File: config.mk
export PLATFORM = sky130hd
export DESIGN_NAME = decode_issue_ctrl
export DESIGN_NICKNAME = d
export VERILOG_FILES = /design/src/rtl/decode_issue_ctrl.sv
export SDC_FILE = /design/constraint.sdc
export NUM_CORES = 1
export LEC_CHECK = 0
export ABC_AREA = 1
export ABC_CLOCK_PERIOD_IN_PS = 4600
export CAP_MARGIN = 0
export CORE_AREA = 5 5 129 119
export CTS_CLUSTER_SIZE = 30
export DETAILED_ROUTE_END_ITERATION = 6
export DIE_AREA = 0 0 134 124
export PLACE_DENSITY_LB_ADDON = 0.3
export SLEW_MARGIN = 20
export SYNTH_ARGS = -nofsm -noshare
export SYNTH_HDL_FRONTEND = slang
export SYNTH_SLANG_ARGS = --single-unit
File: constraint.sdc
create_clock -name clk -period 4.6 [get_ports clk]
set_input_delay 1.15 -clock clk [delete_from_list [all_inputs] [get_ports clk]]
set_output_delay 1.15 -clock clk [all_outputs]
set_load 0.01 [all_outputs]
File: src/rtl/decode_issue_ctrl.sv
// decode_issue_ctrl
//   Issue controller that sits between decode and execute. It holds one
//   decoded instruction in an issue slot. A per-register counter scoreboard
//   tracks writes that are in flight. The held instruction goes to execute
//   only when its sources are free, its destination counter has room, and
//   execute is ready. The block also handles flush and counts stall cycles.
//
//   Optional feature: define WB_BYPASS_EN so that a source whose counter is 1
//   counts as free in the cycle its writeback retires. Execute forwards the
//   value in that cycle.
//
// Ports
//   clk, reset          clock; asynchronous active-high reset
//   in_valid/in_ready   decoded instruction handshake
//   in_ra1/in_ra2       source registers, qualified by in_use_ra1/in_use_ra2
//   in_wen/in_dst       destination write enable / register
//   out_valid/out_ready issue handshake towards execute
//   wb_valid/wb_dst     one retiring register write per cycle
//   flush               drop the held, not yet issued instruction
//   hazard              held instruction is blocked by the scoreboard
//   stall_cycles        count of cycles with a held instruction not issued
module decode_issue_ctrl #(
   parameter int CNT_W  = 2,
   parameter int PERF_W = 32
) (
   input  logic              clk,
   input  logic              reset,
   input  logic              in_valid,
   output logic              in_ready,
   input  logic [4:0]        in_ra1,
   input  logic [4:0]        in_ra2,
   input  logic              in_use_ra1,
   input  logic              in_use_ra2,
   input  logic              in_wen,
   input  logic [4:0]        in_dst,
   output logic              out_valid,
   input  logic              out_ready,
   input  logic              wb_valid,
   input  logic [4:0]        wb_dst,
   input  logic              flush,
   output logic              hazard,
   output logic [PERF_W-1:0] stall_cycles
);

   localparam logic [0:0] ST_EMPTY = 1'b0;
   localparam logic [0:0] ST_HELD  = 1'b1;

   localparam logic [CNT_W-1:0] CNT_MAX = {CNT_W{1'b1}};
   localparam logic [CNT_W-1:0] CNT_ONE = CNT_W'(1);

   logic [0:0]        state_reg;
   logic [4:0]        ra1_reg;
   logic [4:0]        ra2_reg;
   logic              use_ra1_reg;
   logic              use_ra2_reg;
   logic              wen_reg;
   logic [4:0]        dst_reg;
   logic [PERF_W-1:0] stall_reg;
   logic [CNT_W-1:0]  cnt_reg [0:31];

   logic              held;
   logic              issue;
   logic              accept;
   logic [CNT_W-1:0]  cnt_ra1;
   logic [CNT_W-1:0]  cnt_ra2;
   logic [CNT_W-1:0]  cnt_dst;
   logic              wb_hit_ra1;
   logic              wb_hit_ra2;
   logic              ra1_busy;
   logic              ra2_busy;
   logic              dst_block;
   logic [31:0]       inc_vec;
   logic [31:0]       dec_vec;

   assign held    = (state_reg == ST_HELD);
   assign cnt_ra1 = cnt_reg[ra1_reg];
   assign cnt_ra2 = cnt_reg[ra2_reg];
   assign cnt_dst = cnt_reg[dst_reg];

`ifdef WB_BYPASS_EN
   // The last outstanding write retires this cycle. Execute picks the
   // value off the writeback path, so the consumer need not wait.
   assign wb_hit_ra1 = wb_valid && (wb_dst == ra1_reg) && (cnt_ra1 == CNT_ONE);
   assign wb_hit_ra2 = wb_valid && (wb_dst == ra2_reg) && (cnt_ra2 == CNT_ONE);
`else
   assign wb_hit_ra1 = 1'b0;
   assign wb_hit_ra2 = 1'b0;
`endif

   assign ra1_busy  = use_ra1_reg && (ra1_reg != 5'd0) && (cnt_ra1 != '0) && !wb_hit_ra1;
   assign ra2_busy  = use_ra2_reg && (ra2_reg != 5'd0) && (cnt_ra2 != '0) && !wb_hit_ra2;
   // A saturated counter cannot record one more in-flight write.
   assign dst_block = wen_reg && (dst_reg != 5'd0) && (cnt_dst == CNT_MAX);

   assign hazard    = held && (ra1_busy || ra2_busy || dst_block);
   assign out_valid = held && !hazard && !flush;
   assign issue     = out_valid && out_ready;
   // Combinational ready lets a new instruction enter in the cycle the
   // held one leaves, so a full pipeline has no bubble.
   assign in_ready  = !flush && (!held || issue);
   assign accept    = in_valid && in_ready;

   assign stall_cycles = stall_reg;

   // Per-register increment and decrement requests. x0 is never tracked.
   // A writeback to a counter that is already zero is ignored.
   genvar gi;
   generate
      for (gi = 0; gi < 32; gi++) begin : g_sb
         if (gi == 0) begin : g_x0
            assign inc_vec[gi] = 1'b0;
            assign dec_vec[gi] = 1'b0;
         end else begin : g_xn
            assign inc_vec[gi] = issue && wen_reg && (dst_reg == 5'(gi));
            assign dec_vec[gi] = wb_valid && (wb_dst == 5'(gi)) && (cnt_reg[gi] != '0);
         end
      end
   endgenerate

   always_ff @(posedge clk or posedge reset) begin
      if (reset) begin
         for (int i = 0; i < 32; i++) begin
            cnt_reg[i] <= '0;
         end
      end else begin
         // An issue and a writeback to the same register in one cycle cancel out.
         for (int i = 1; i < 32; i++) begin
            if (inc_vec[i] && !dec_vec[i]) begin
               cnt_reg[i] <= cnt_reg[i] + CNT_ONE;
            end else if (dec_vec[i] && !inc_vec[i]) begin
               cnt_reg[i] <= cnt_reg[i] - CNT_ONE;
            end
         end
      end
   end

   always_ff @(posedge clk or posedge reset) begin
      if (reset) begin
         state_reg   <= ST_EMPTY;
         ra1_reg     <= '0;
         ra2_reg     <= '0;
         use_ra1_reg <= 1'b0;
         use_ra2_reg <= 1'b0;
         wen_reg     <= 1'b0;
         dst_reg     <= '0;
      end else begin
         if (flush) begin
            state_reg <= ST_EMPTY;
         end else if (accept) begin
            state_reg <= ST_HELD;
         end else if (issue) begin
            state_reg <= ST_EMPTY;
         end
         if (accept) begin
            ra1_reg     <= in_ra1;
            ra2_reg     <= in_ra2;
            use_ra1_reg <= in_use_ra1;
            use_ra2_reg <= in_use_ra2;
            wen_reg     <= in_wen;
            dst_reg     <= in_dst;
         end
      end
   end

   always_ff @(posedge clk or posedge reset) begin
      if (reset) begin
         stall_reg <= '0;
      end else if (held && !issue && !flush) begin
         stall_reg <= stall_reg + PERF_W'(1);
      end
   end

endmodule

### After elaboration in Yosys (flattened, before gate mapping)

Cells that the tools add are included.

| storage, ports and cells | value |
|---|---|
| register bits | 113 |
| output and inout bits | 35 |
| logic and storage cells | 552 |

| cells by class | value |
|---|---|
| add/sub/neg operators | 63 |
| magnitude comparators | 3 |
| equal/unequal tests | 63 |
| mux-type cells | 74 |
| bitwise operators | 3 |
| reduce and logical (&&, ||, !) cells | 307 |

Operator list:

| cell | count |
|---|---|
| $logic_and A1 B1 Y1 | 170 |
| $eq A5 B5 Y1 const B | 32 |
| $mux W2 | 68 |
| $reduce_bool A2 Y1 | 64 |
| $eq A5 B4 Y1 const B | 16 |
| $logic_not A1 Y1 | 66 |
| $add A2 B1 Y2 const B | 31 |
| $sub A2 B1 Y2 const B | 31 |
| $eq A5 B3 Y1 const B | 8 |
| $add A32 B1 Y32 const B | 1 |
| $bmux W2 S5 | 3 |
| $eq A5 B2 Y1 const B | 4 |
| $ge A6 B6 Y1 const B | 3 |
| $not A5 Y6 | 3 |
| $reduce_bool A5 Y1 | 3 |
| $eq A5 B1 Y1 const B | 2 |
| $logic_or A1 B1 Y1 | 3 |
| $mux W1 | 3 |
| $reduce_bool A3 Y1 | 1 |
| $eq A2 B2 Y1 const B | 1 |

### Depth between registers and ports, before layout

Gate-level depths: netlist (run 1).

| logic depth | value |
|---|---|
| depth in word-level cells | 19 |
| depth in mapped cells | 25 |

### Worst setup path before layout (run 1)

No wires, ideal clock.

| timing | value |
|---|---|
| path kind | register to output |
| start point | register dst_reg[0] |
| end point | output port in_ready |
| arrival | 1.724 ns |
| slack | 1.726 ns |
| cell stages (with the launch flop) | 16 |
| path buffers | 2 |
| cell sequence | dfrtp_1 -> buf_4 -> buf_2 -> nand2_1 -> nor2_1 -> a21oi_1 -> nand2_1 -> nand2_1 -> nand2_1 -> nor2_1 -> nor2_1 -> nor2_1 -> nor2_1 -> nor2_2 -> nand3_2 -> a21oi_1 |

| between the ends | value |
|---|---|
| cells in the longest elaborated chain, start to end | 14 |
| elaborated cells on any way between the ends | 16 |
| those cells by class | eq/ne (1); mux (3); bitwise (1); reduce/logical (11) |

Ends and longest elaborated chain:

| item | RTL line | source |
|---|---|---|
| from (decl) | 57 | `logic [4:0] dst_reg;` |
| from (signal assigned) | 160 | `dst_reg <= in_dst;` |
| $not A5 Y6 (implied by the code) | 78 | `assign cnt_dst = cnt_reg[dst_reg];` |
| $bmux W2 S5 | 78 |  |
| $mux W2 (implied by the code) (2 in series) | 78 |  |
| $eq A2 B2 Y1 | 93 | `assign dst_block = wen_reg && (dst_reg != 5'd0) && (cnt_dst == CNT_MAX);` |
| $logic_and A1 B1 Y1 (*) | 93 |  |
| $logic_or A1 B1 Y1 (*) | 95 | `assign hazard = held && (ra1_busy \|\| ra2_busy \|\| dst_block);` |
| $logic_and A1 B1 Y1 (*) | 95 |  |
| $logic_not A1 Y1 (*) | 96 | `assign out_valid = held && !hazard && !flush;` |
| $logic_and A1 B1 Y1 (*) (2 in series) | 96 |  |
| $logic_and A1 B1 Y1 (*) | 97 | `assign issue = out_valid && out_ready;` |
| $logic_or A1 B1 Y1 (*) | 100 | `assign in_ready = !flush && (!held \|\| issue);` |
| $logic_and A1 B1 Y1 (*) | 100 |  |
| to (decl) | 29 | `output logic in_ready,` |

Every way passes the cells marked *; elsewhere a longest branch is shown, timed or not. The select of a mux whose other input is x is not followed.

### Worst setup path after layout (run 1)

Same ends and word-level chain as after synthesis.

==> impl_metrics.toml, run 1 <==
[cts]
worstSkewPairLatency_ps = 430
cts_hold_buf = 0
cts.htree.levels = 4
cts_buffers = 17
cts_tree = "yes"
cts-root-buf = "clkbuf_16"
post_cts_buffers = 0
ctsResizeCount = 0
cts.sink_count = 113
max-clock-path-buffers = 2
clk_transition_reported_paths_ps = 60

[route]
routed_wl_um = 22300
drc = 0
wl_per_cell_um = 16.4
vias = 7589
antenna_left = 0
drt_iter0_drc = 886
vias_per_cell = 5.58
firstDrtPassIters = 7

[floorplan]
dieArea_sq_um = 16600
core_sq_um = 13800
rows = 41
die_y_um = 124
io_pins = 64
initial_core_util = 0.559
die_w_um = 134

[global_route]
grt_max_degree = 69
antenna_found_initial = 0
grt_pass1_vias = 7247
grt-ovfl-total = 0
grt_pass1_wl_um = 36500
gr-usage-all-layers = 0.280

[sta]
slew_viol_final = 0
rsz0062_at_grt = "no"
tightest_slew_ps = 863
min_period_ps = 4280
setup-violations-final = 0
max_freq_ghz = 0.234
tns_ps = 0
fin_skew_ps = 8.92
fin_ws_ps = 319
slew_headroom = 0.425
finalHoldViolations = 0
finalCritPeriodShare = 0.931

[placed_design]
gp_congestion = 0.990
post-dp-hpwl_um = 16600
dp.cells = 1328
place_ws_ps = 733
io_buffers = 63

[setup_path]
cp_num_buf_inv = 2
crit_slowest_cell = "dfrtp_1"
cp_top_family = "simple AND/OR/NAND/NOR gates"
path_class = "flip-flop to output port"
slowest_delay_ps = 650
arrival_ps = 3130
crit_required_ps = 3450
worstSetupEndpointType = "output port"
cp_cell_sequence = "buf_4 -> o21ai_0 -> nand2_1 -> nand2_1 -> nand2_1 -> nand2_1 -> nor2_1 -> nor2_1 -> nor2_1 -> nor2_1 -> nor2_2 -> nand3_2 -> a21oi_1 -> clkdlybuf4s50_1"
start_kind = "flip-flop"
critPathMaxFanout = 17

[finish]
largest_reg_flops = 62
seq_area_sq_um = 2830
fin_cells = 1360
multiInputGateArea_sq_um = 4360
diodes = 0
nets = 1236
fin_util = 0.661
nFillCells = 1201
syn_to_final_growth_pct = 18.1
drive_gt1_frac = 0.0438

[yosys]
syn-cell-area_sq_um = 7720
async_reset_ff_frac = 1.00
yosysTopAreaCellShare = 0.366
ys_seq_elements = 113
synth_common_cells = "nand2_1, nor2_1, dfrtp_1"
synthDistinctLibCells = 29
syn_inst = 1114
netlist_top_cells_area = "dfrtp_1, nand2_1, nor2_1"
yosys.area.top_type = "dfrtp_1"
yosys_warnings = 2
yosysMostFrequentCell = "nand2_1"
synth-edff-count = 0
avgSynthCellArea_sq_um = 6.93
synth_fp_nets = 1175
synth-seq-area-share = 0.366
synth_ff_type = "dfrtp_1"

[power_and_ir_drop]
ir_drop_mv = 0.358
swShare = 0.387
p_comb_frac = 0.321
switching_power_uw = 1670
internal-power_uw = 2640
pwr-share-clk = 0.321
power.density_nw_per_um2 = 473
power_leakage_uw = 0.00437
seqPwrFrac = 0.358

[job]
drv_cap = 0

[outcome]
outcome = "completed"

[hold_path]
min_path_type = "flip-flop to flip-flop"
cell families (layout without fill, tap and decap cells):
family / Yosys count / in the layout / share of synthesized area
adders and majority gates: 32 / 32 / 0.0519
buffers and inverters: 131 / 205 / 0.0684
and+or+nand+nor: 647 / 647 / 0.347
xor gates and xnor gates: 88 / 88 / 0.0998
DFF: 113 / 113 / 0.366
AOI/OAI and AO/OA: 103 / 103 / 0.0671
metal layers:
layer  part of all wire  up-vias  track usage
li1                   -     3674            -
met1               0.41     3445        0.352
met2               0.45      382        0.439
met3              0.092       88       0.0812
met4              0.047        0        0.153
met5                  0        -            0
power by group through the flow:
stage	logic (uW)	clock network, uW	registers (uW)
2_1_floorplan	972	0	1460
3_3_place_gp	1320	0	1540
3_5_place_dp	1340	0	1540
4_1_cts	1360	1390	1530
5_1_grt	1550	1450	1570
6_report	1390	1380	1540
metrics by stage:
step / power (uW) / area, sq um / hold slack, ps
final: 4310 / 9120 / 468
after global routing: 4570 / 9120 / 481
after CTS: 4290 / 9120 / 467
after detailed placement: 2880 / 8500 / 458
after global placement: 2860 / 8500 / 453
after floorplan: 2430 / 7720 / 437
area by class of cell:
class,count,share of cell area
well taps,172,0.0236
inverters,102,0.0423
multi-input cells,870,0.479
flip-flops and latches,113,0.310
clock buffers,20,0.0512
repair buffers,71,0.0771
clock inverters,12,0.0170
worst paths after layout:
check | from | endpoint | slack [ps] | cells after the start
max | dst_reg[0] | in_ready | 320 | 14
min | cnt_reg[14] | cnt_reg[14] | 470 | 1
max reg2reg | dst_reg[0] | cnt_reg[37] | 730 | 19
min reg2reg | cnt_reg[14] | cnt_reg[14] | 470 | 1
max in group asynchronous | reset | ra2_reg[4] | 2580 | 3
min in group asynchronous | reset | cnt_reg[57] | 1270 | 2
cells in the final DEF, fill, tap and decap left out, drive strengths merged, types with 7 or more instances in the layout:
master,synthesis,layout
nand2,378,378
nor2,146,146
dfrtp,113,113
inv,102,104
nand3,72,72
clkdlybuf4s50,0,63
o21ai,60,60
xnor2,56,56
a21oi,42,42
xor2,32,32
ha,32,32
nand4,28,28
clkbuf,4,20
nor3,9,9
buf,25,8
nor4,7,7
Power figures use the tool's default switching activity.
==> run 2: changes to the inputs <==
==> constraint.sdc (replaced) <==
create_clock -name clk -period 4.6 [get_ports clk]
set_input_delay 1.15 -clock clk [delete_from_list [all_inputs] [get_ports clk]]
set_output_delay 1.15 -clock clk [all_outputs]
set_load 0.005 [all_outputs]
==> run 2 against run 1 <==
  * Utilization is essentially flat
  * Highest routed layer is now met5
  * Die area is the same
  * Sequential cell count is the same
  * Final cell count is the same
  * Sequential power is essentially flat
  * Critical path depth is the same
==> impl_metrics.toml, run 2 (synthesis results as in run 1) <==
[outcome]
outcome = "completed"

[floorplan]
io_pins = 64
die_y_um = 124
dieArea_sq_um = 16600
core_sq_um = 13800
initial_core_util = 0.559
die_w_um = 134
rows = 41

[sta]
finalCritPeriodShare = 0.921
max_freq_ghz = 0.236
tightest_slew_ps = 787
fin_ws_ps = 365
rsz0062_at_grt = "no"
setup-violations-final = 0
finalHoldViolations = 0
slew_viol_final = 0
slew_headroom = 0.476
min_period_ps = 4230
tns_ps = 0
fin_skew_ps = 12.3

[route]
drc = 0
antenna_left = 0
vias_per_cell = 5.52
routed_wl_um = 22300
wl_per_cell_um = 16.4
drt_iter0_drc = 880
firstDrtPassIters = 5
vias = 7510

[power_and_ir_drop]
ir_drop_mv = 0.353
power_leakage_uw = 0.00437
power.density_nw_per_um2 = 478

[finish]
nFillCells = 1201
final_common_cell = "nand2_1"
final_cell_mix = "nand2_1, nor2_1, dfrtp_1, inv_1, nand3_1"
fin_util = 0.661
drive_gt1_frac = 0.0429
syn_to_final_growth_pct = 18.2
nets = 1236
diodes = 0
largest_reg_flops = 62

[setup_path]
crit_slowest_cell = "dfrtp_1"
critPathMaxFanout = 18
slowest_delay_ps = 500
crit_required_ps = 3450
start_kind = "flip-flop"
worst_r2r_path_depth = 19
cp_cell_sequence = "buf_4 -> o21ai_0 -> nand2_1 -> nand2_1 -> nand2_1 -> nand2_1 -> nor2_1 -> nor2_1 -> nor2_1 -> nor2_1 -> nor2_2 -> nand3_2 -> a21oi_1 -> clkdlybuf4s50_1"
path_depth = 14
cp_top_family = "simple AND/OR/NAND/NOR gates"
cp_num_buf_inv = 2
path_class = "flip-flop to output port"
worstSetupEndpointType = "output port"
arrival_ps = 3080

[placed_design]
place_ws_ps = 780
io_buffers = 63
gp_congestion = 0.932
post-dp-hpwl_um = 16700

[cts]
cts_buffers = 17
cts_tree = "yes"
worstSkewPairLatency_ps = 430
cts.sink_count = 113
cts.htree.levels = 4
cts_hold_buf = 0
ctsResizeCount = 0
clk_transition_reported_paths_ps = 60
max-clock-path-buffers = 2
post_cts_buffers = 0
cts-root-buf = "clkbuf_16"

[global_route]
antenna_found_initial = 3
grt_max_degree = 88
grt-ovfl-total = 0
gr-usage-all-layers = 0.279
grt_pass1_wl_um = 36200
grt_pass1_vias = 7058

[job]
drv_cap = 0

[hold_path]
min_path_type = "flip-flop to flip-flop"
hold_depth = 1
run 2: cell types whose count changed in the layout (fill, tap and decap cells not counted):
cell	delta
buf_12	-1
clkbuf_1	+1
inv_4	-1
clkbuf_8	-1
buf_4	+1
clkinv_4	+1
clkinv_2	-1
bufinv_16	+1
run 2: power by group:
part	internal [uW]	leakage (uW)	total, uW	switching, uW
clock	936	0.000307	1440	505
combinational	493	0.00261	1390	897
sequential	1250	0.00145	1530	272
run 2: stage by stage:
stage	hold slack, ps	cell area (sq um)	total power, uW	cells
2_1_floorplan	437	7720	2410	1114
5_1_grt	477	9120	4600	1360
3_5_place_dp	455	8480	2890	1328
6_report	461	9120	4360	1360
3_3_place_gp	453	8480	2860	1328
4_1_cts	469	9120	4340	1360
run 2: cell type report:
cell class,instances,area (sq um),share of cell area
clock buffers,20,457,0.0501
clock inverters,12,180,0.0198
inverters,102,388,0.0425
multi-input cells,870,4360,0.478
flip-flops and latches,113,2830,0.310
well taps,172,215,0.0236
repair buffers,71,691,0.0757
run 2: worst paths after layout:
path | from | endpoint | slack [ps]
max | dst_reg[0] | in_ready | 370
min | cnt_reg[6] | cnt_reg[6] | 460
max reg2reg | dst_reg[0] | cnt_reg[33] | 790
min reg2reg | cnt_reg[6] | cnt_reg[6] | 460
max in group asynchronous | reset | stall_cycles[22] | 2630
min in group asynchronous | reset | cnt_reg[25] | 1250
run 2: layer usage:
layer	global-route usage	up-vias	part of all wire
li1	-	3679	-
met1	0.381	3499	0.44
met2	0.451	272	0.47
met3	0.0521	54	0.063
met4	0.0906	6	0.025
met5	0	-	0.0017
run 2: worst register-to-register path: stages (launching register included):
cell and delay [ps]:
dfrtp_1 500, buf_4 260, o21ai_0 410, nand2_1 110, nand2_1 80, nand2_1 50, nand2_1 80, nor2_1 40
nor2_1 130, nor2_1 60, nor2_1 230, nor2_2 90, nand3_2 120, nor2_1 100, nand2_1 540, nor2_1 100
ha_1 350, a21oi_1 130, o21ai_0 150, xnor2_1 180
==> run 3: changes to the inputs <==
--- a/config.mk
+++ b/config.mk
@@ -6,7 +6,6 @@
 export NUM_CORES = 1
 export LEC_CHECK = 0
 export ABC_AREA = 1
-export ABC_CLOCK_PERIOD_IN_PS = 4600
 export CAP_MARGIN = 0
 export CORE_AREA = 5 5 129 119
 export CTS_CLUSTER_SIZE = 30
==> results of run 3 <==
No change in the layout: final DEF, timing and power equal those of run 2.
